### config.mk
export PLATFORM = sky130hd
export DESIGN_NAME = solution_serializer
export DESIGN_NICKNAME = d
export VERILOG_FILES = /design/src/rtl/solution_serializer.sv
export SDC_FILE = /design/constraint.sdc
export NUM_CORES = 1
export LEC_CHECK = 0
export ABC_CLOCK_PERIOD_IN_PS = 6700
export CAP_MARGIN = 25
export CORE_UTILIZATION = 46
export DETAILED_ROUTE_END_ITERATION = 8
export PLACE_DENSITY = 0.68
export RECOVER_POWER = 25
export SYNTH_ARGS = -nofsm -noshare
export SYNTH_HDL_FRONTEND = slang
export SYNTH_SLANG_ARGS = --single-unit
### constraint.sdc
create_clock -name clk_50mhz -period 6.7 [get_ports clk_50mhz]
set_input_delay 1.34 -clock clk_50mhz [delete_from_list [all_inputs] [get_ports clk_50mhz]]
set_output_delay 1.34 -clock clk_50mhz [all_outputs]
set_load 0.02 [all_outputs]
### src/rtl/solution_serializer.sv
// solution_serializer
//   Latches a solved board on a valid_in pulse and streams it to the UART
//   transmitter as bytes. The first two bytes are a header holding the row
//   count m and the column count n. After them come the rows in order, each
//   packed LSB-first into ceil(n/8) bytes. Pacing follows tx_busy, and done
//   pulses once the final byte has been shifted out.
//
// Ports
//   clk_50mhz   in   clock
//   rst         in   synchronous, active-high reset
//   valid_in    in   one-cycle pulse; solution/m/n are valid (accepted in IDLE only)
//   solution    in   board bitmap, bit r*MAX_COLS+c is cell (r,c)
//   m, n        in   rows / columns in use (clamped to MAX_ROWS / MAX_COLS)
//   tx_busy     in   transmitter is shifting a byte
//   byte_out    out  byte to transmit, valid while byte_valid=1
//   byte_valid  out  one-cycle strobe
//   busy        out  high from latch until done
//   done        out  one-cycle pulse after the final byte completes
//
// FSM states
//   state  | meaning
//   IDLE   | waiting for valid_in
//   LOAD   | board latched, waiting for transmitter idle before header byte 0
//   SEND   | byte_valid strobe for byte_out
//   HOLD   | one-cycle gap so the transmitter's registered busy flag is visible
//   WAIT   | waiting for tx_busy to fall, then advance or finish
//   FIN    | done pulse, then back to IDLE
module solution_serializer #(
    parameter int MAX_ROWS = 11,
    parameter int MAX_COLS = 11
) (
    input  logic                           clk_50mhz,
    input  logic                           rst,
    input  logic                           valid_in,
    input  logic [MAX_ROWS*MAX_COLS-1:0]   solution,
    input  logic [$clog2(MAX_ROWS)-1:0]    m,
    input  logic [$clog2(MAX_COLS)-1:0]    n,
    input  logic                           tx_busy,
    output logic [7:0]                     byte_out,
    output logic                           byte_valid,
    output logic                           busy,
    output logic                           done
);

    localparam int ROW_BYTES = (MAX_COLS + 7) / 8;
    localparam int MW        = $clog2(MAX_ROWS);
    localparam int NW        = $clog2(MAX_COLS);
    localparam int RW        = $clog2(MAX_ROWS + 1);
    localparam int KW        = (ROW_BYTES > 1) ? $clog2(ROW_BYTES) : 1;
    localparam int RB        = ROW_BYTES * 8;
    localparam int NBW       = NW + 4;

    localparam logic [2:0] S_IDLE = 3'd0;
    localparam logic [2:0] S_LOAD = 3'd1;
    localparam logic [2:0] S_SEND = 3'd2;
    localparam logic [2:0] S_HOLD = 3'd3;
    localparam logic [2:0] S_WAIT = 3'd4;
    localparam logic [2:0] S_FIN  = 3'd5;

    // Stream position: hdr 0 = m byte, 1 = n byte, 2 = row bytes at (row, k).
    localparam logic [1:0] P_HDR_M = 2'd0;
    localparam logic [1:0] P_HDR_N = 2'd1;
    localparam logic [1:0] P_ROWS  = 2'd2;

    logic [2:0]                    state;
    logic [MAX_ROWS*MAX_COLS-1:0]  sol_q;
    logic [MW-1:0]                 m_q;
    logic [NW-1:0]                 n_q;
    logic [1:0]                    hdr_q;
    logic [RW-1:0]                 row_q;
    logic [KW-1:0]                 k_q;

    logic [NBW-1:0]                nb;
    logic [1:0]                    nxt_hdr;
    logic [RW-1:0]                 nxt_row;
    logic [KW-1:0]                 nxt_k;
    logic                          last;
    logic [7:0]                    nxt_byte;

    function automatic logic [7:0] byte_at(input logic [1:0]    h,
                                           input logic [RW-1:0] r,
                                           input logic [KW-1:0] k);
        logic [RB-1:0] bits;
        logic [RB-1:0] mask;
        logic [7:0]    b;
        case (h)
            P_HDR_M: b = 8'(m_q);
            P_HDR_N: b = 8'(n_q);
            default: begin
                // Low RB bits after the shift may include the next row's cells;
                // the column mask removes them along with columns >= n.
                bits = RB'(sol_q >> (int'(r) * MAX_COLS));
                mask = ~({RB{1'b1}} << n_q);
                bits = bits & mask;
                b    = 8'(bits >> (int'(k) * 8));
            end
        endcase
        return b;
    endfunction

    assign nb = (NBW'(n_q) + NBW'(7)) >> 3;

    always_comb begin
        nxt_hdr = hdr_q;
        nxt_row = row_q;
        nxt_k   = k_q;
        last    = 1'b0;
        case (hdr_q)
            P_HDR_M: nxt_hdr = P_HDR_N;
            P_HDR_N: begin
                if (m_q == '0 || nb == '0) begin
                    last = 1'b1;
                end else begin
                    nxt_hdr = P_ROWS;
                    nxt_row = '0;
                    nxt_k   = '0;
                end
            end
            default: begin
                if (NBW'(k_q) + NBW'(1) == nb) begin
                    if (8'(row_q) + 8'd1 == 8'(m_q)) begin
                        last = 1'b1;
                    end else begin
                        nxt_row = row_q + RW'(1);
                        nxt_k   = '0;
                    end
                end else begin
                    nxt_k = k_q + KW'(1);
                end
            end
        endcase
        nxt_byte = byte_at(nxt_hdr, nxt_row, nxt_k);
    end

    always_ff @(posedge clk_50mhz) begin
        if (rst) begin
            state    <= S_IDLE;
            sol_q    <= '0;
            m_q      <= '0;
            n_q      <= '0;
            hdr_q    <= P_HDR_M;
            row_q    <= '0;
            k_q      <= '0;
            byte_out <= 8'd0;
        end else begin
            case (state)
                S_IDLE: begin
                    if (valid_in) begin
                        sol_q <= solution;
                        m_q   <= (m > MW'(MAX_ROWS)) ? MW'(MAX_ROWS) : m;
                        n_q   <= (n > NW'(MAX_COLS)) ? NW'(MAX_COLS) : n;
                        hdr_q <= P_HDR_M;
                        row_q <= '0;
                        k_q   <= '0;
                        state <= S_LOAD;
                    end
                end
                S_LOAD: begin
                    if (!tx_busy) begin
                        byte_out <= 8'(m_q);
                        state    <= S_SEND;
                    end
                end
                S_SEND: state <= S_HOLD;
                S_HOLD: state <= S_WAIT;
                S_WAIT: begin
                    if (!tx_busy) begin
                        if (last) begin
                            state <= S_FIN;
                        end else begin
                            hdr_q    <= nxt_hdr;
                            row_q    <= nxt_row;
                            k_q      <= nxt_k;
                            byte_out <= nxt_byte;
                            state    <= S_SEND;
                        end
                    end
                end
                S_FIN:   state <= S_IDLE;
                default: state <= S_IDLE;
            endcase
        end
    end

    assign byte_valid = (state == S_SEND);
    assign done       = (state == S_FIN);
    assign busy       = (state != S_IDLE);

endmodule

==> run metrics <==
status=finished, violations left; failing checks=max-capacitance violations, max-slew violations; Crit. End Element=flip-flop; post-synth net total=around 1700; clk sink count=147; Die H=174.8 um; post-synth cell types=99; post-synthesis sequential area ratio=0.2144; area occupied by multi-input gates=slightly below 0.01 mm^2; dpl cells=roughly 2000; number of synthesized flops with an enable pin=0; CTS tree=done; setup repair bufs after CTS=0; core area=around 0.029 mm^2; PD cells=167.1 mW/mm^2; Inserted Clock Buffers=17; post-route setup slack=around 0.56 ns; post-synth top area share=0.2144; Placed Instance Area=roughly 0.015 mm^2; number of synthesized register bits=between 100 and 150; P_leak=5.719 nW; drt pass-1 iters=6; die width=between 150 and 200 um; Ys Warns=0; Max VDD drop=approximately 180 uV; vias per cell=6.788; DRC Markers=0; Syn Area/Cell=8.738 um^2; crit path kind=reg2reg; synthesized instance count=~1600; Area growth syn-to-layout=15.90%; Total Nets Final=between 1500 and 2000; Inserted Diodes=0; Hold Buf Count CTS=0; PortBufs=about 140; Core Rows=62; final clock skew=approximately 0.012 ns; GR Util All Layers=0.3680; hpwl dp=~42 mm; fin cells=roughly 2000; crit path max fanout=12; max-slew violation count=~140; num ports=approximately 140; Max-Cap Viols=2; worst slack at placement=between 0.6 and 0.7 ns; maximum clock rate=0.1629 GHz; die area=between 0.03 and 0.04 mm^2; Area contributors post-synth=dfxtp_1, mux4_2, nand2_1; largest net degree at the start of global routing=78; initial antenna violation count=1; initial core utilization=0.4732; routed vias=around 14000; register area=0.002943 mm^2; Routed Antenna Nets=0; root buf cell=clkbuf_16; Worst EP required=just over 7 ns; first-pass GRT wire length=~84 mm; Startpoint Class=flip-flop; relative slew slack=-1.298; biggest area consumer among synthesized cells=dfxtp_1; layout filler cell count=between 2000 and 3000; top-count cell post-synth=nand2_1; final hold vios=0; RSZ-0062 raised after global routing=false; Max Root-Sink Buffers=2; post_cts resized=0; Setup TNS Final=0 ns; drt initial violations=1513; HP Class=reg2reg; most instantiated cells after synthesis=nand2_1, a21oi_1, dfxtp_1; vias in the first global route=approximately 13000; CTS H-tree lvls=4; commonest register cell after synthesis=dfxtp_1; layout cell share with drive strength beyond 1=0.1556; final instance area=~0.016 mm^2; Mapped Area=0.01373 mm^2; total gr overflow=0; Tcrit/Tclk final=0.9161; routability cong.=approximately 1.1; final setup vio count=0; WL final=around 56 mm; arrival time of data at the critical path endpoint=6.48 ns; Clock Latency Late Sink=~0.46 ns; minimum clock period=slightly above 6 ns; Total Power=2.659 mW; FFs w/ async S/R, synth=0; clock-pin slew on the worst setup and hold paths=approximately 0.06 ns; wire per inst=27.16 um; slew of the pin with the lowest slew margin=3.446 ns
## path summary, 6_finish.rpt
path | startpoint | to | slack, ns | cells past startpoint
min reg2reg | sol_q[0]$_SDFFE_PP0P_ | sol_q[0]$_SDFFE_PP0P_ | 0.47 | 2
max reg2reg | row_q[1]$_SDFFE_PP0P_ | byte_out[4]$_SDFFE_PP0P_ | 0.56 | 23
min | sol_q[0]$_SDFFE_PP0P_ | sol_q[0]$_SDFFE_PP0P_ | 0.47 | 2
max | row_q[1]$_SDFFE_PP0P_ | byte_out[4]$_SDFFE_PP0P_ | 0.56 | 23
## layout make-up
cell class	count	share of cell area
Multi-Input combinational cell	1267	0.6226
Inverter	17	0.004010
Clock buffer	20	0.02870
Tap cell	384	0.03020
Clock inverter	12	0.01054
Timing Repair Buffer	201	0.1191
Sequential cell	147	0.1849
## report_power, final
group / switching (mW) / leakage [nW] / internal [mW] / total (mW)
Sequential: 0.114 / 1.20 / 0.937 / 1.05
Clock: 0.428 / 0.308 / 0.613 / 1.04
Combinational: 0.296 / 4.21 / 0.270 / 0.566
Total: 0.838 / 5.72 / 1.82 / 2.66
## worst max-delay path, cell delays in order (launching register included)
cell       delay, ns
dfxtp_1         0.34
ha_1            0.24
and3_1          0.22
nor3_1          0.37
nand3_1         0.27
nand2_1         0.24
nor2_1          0.05
o21ai_0         0.13
o21ai_0         0.26
ha_1            0.39
and2_1          0.16
nor2_1          0.14
inv_1           0.08
fa_2            0.44
xnor2_4         0.28
buf_12          0.23
buf_4           0.18
nor2_1          0.47
a22oi_1         0.18
nand2_1         0.12
a21oi_1         0.12
a2111oi_0       0.82
buf_4           0.23
o21ai_1         0.06
## per-stage QoR
| stage | utilization | hold slack [ns] |
|---|---|---|
| after floorplan | - | 0.4334 |
| after global placement | 0.5266 | 0.4556 |
| after detailed placement | 0.5267 | 0.4596 |
| after CTS | 0.5483 | 0.4686 |
| after global routing | 0.5484 | 0.4823 |
| final | 0.5484 | 0.4671 |
## cell families after synthesis
family | share of synthesized area
AND/OR/NAND/NOR | 0.1878
multiplexers | 0.3236
flip-flops | 0.2144
adder cells (fa/ha/maj) | 0.01331
XOR/XNOR | 0.009479
AO/OA/AOI/OAI | 0.1810
buffers and inverters | 0.07045
## metal layers
layer | vias to the layer above | track usage | routed length, um
li1 | 6115 | - | -
met1 | 6850 | 0.4921 | 23110
met2 | 771 | 0.5678 | 25010
met3 | 163 | 0.07876 | 4746
met4 | 2 | 0.1710 | 2735
met5 | - | 0 | 18
## cell usage in the layout, fill, tap and decap left out, types with 5 or more instances in the layout
master           instances
a32oi_1                  8
o22ai_1                 17
o32ai_1                  5
ha_1                    11
a21oi_1                174
clkdlybuf4s50_1        141
mux4_1                  29
xnor2_1                  6
mux2i_1                 94
a221oi_1                 5
a22oi_1                 10
nand4_1                  9
nor2_1                  84
nand2_1                363
buf_4                   54
nand3_1                 44
a311oi_1                 9
o211ai_1                11
dfxtp_1                147
a31oi_1                 17
and3_1                   6
clkbuf_16               17
a211oi_1                19
o31ai_1                  6
nor3_1                  43
o21ai_0                 38
mux2_2                  23
inv_1                   15
mux4_2                 109
a2111oi_0                6
## sequential cells by signal, indices dropped and copies added (netlist names)
register	cells
sol_q	121
byte_out	8
m_q	4
n_q	4
row_q	4
state	3
hdr_q	2
k_q	1
Power figures use the tool's default switching activity.
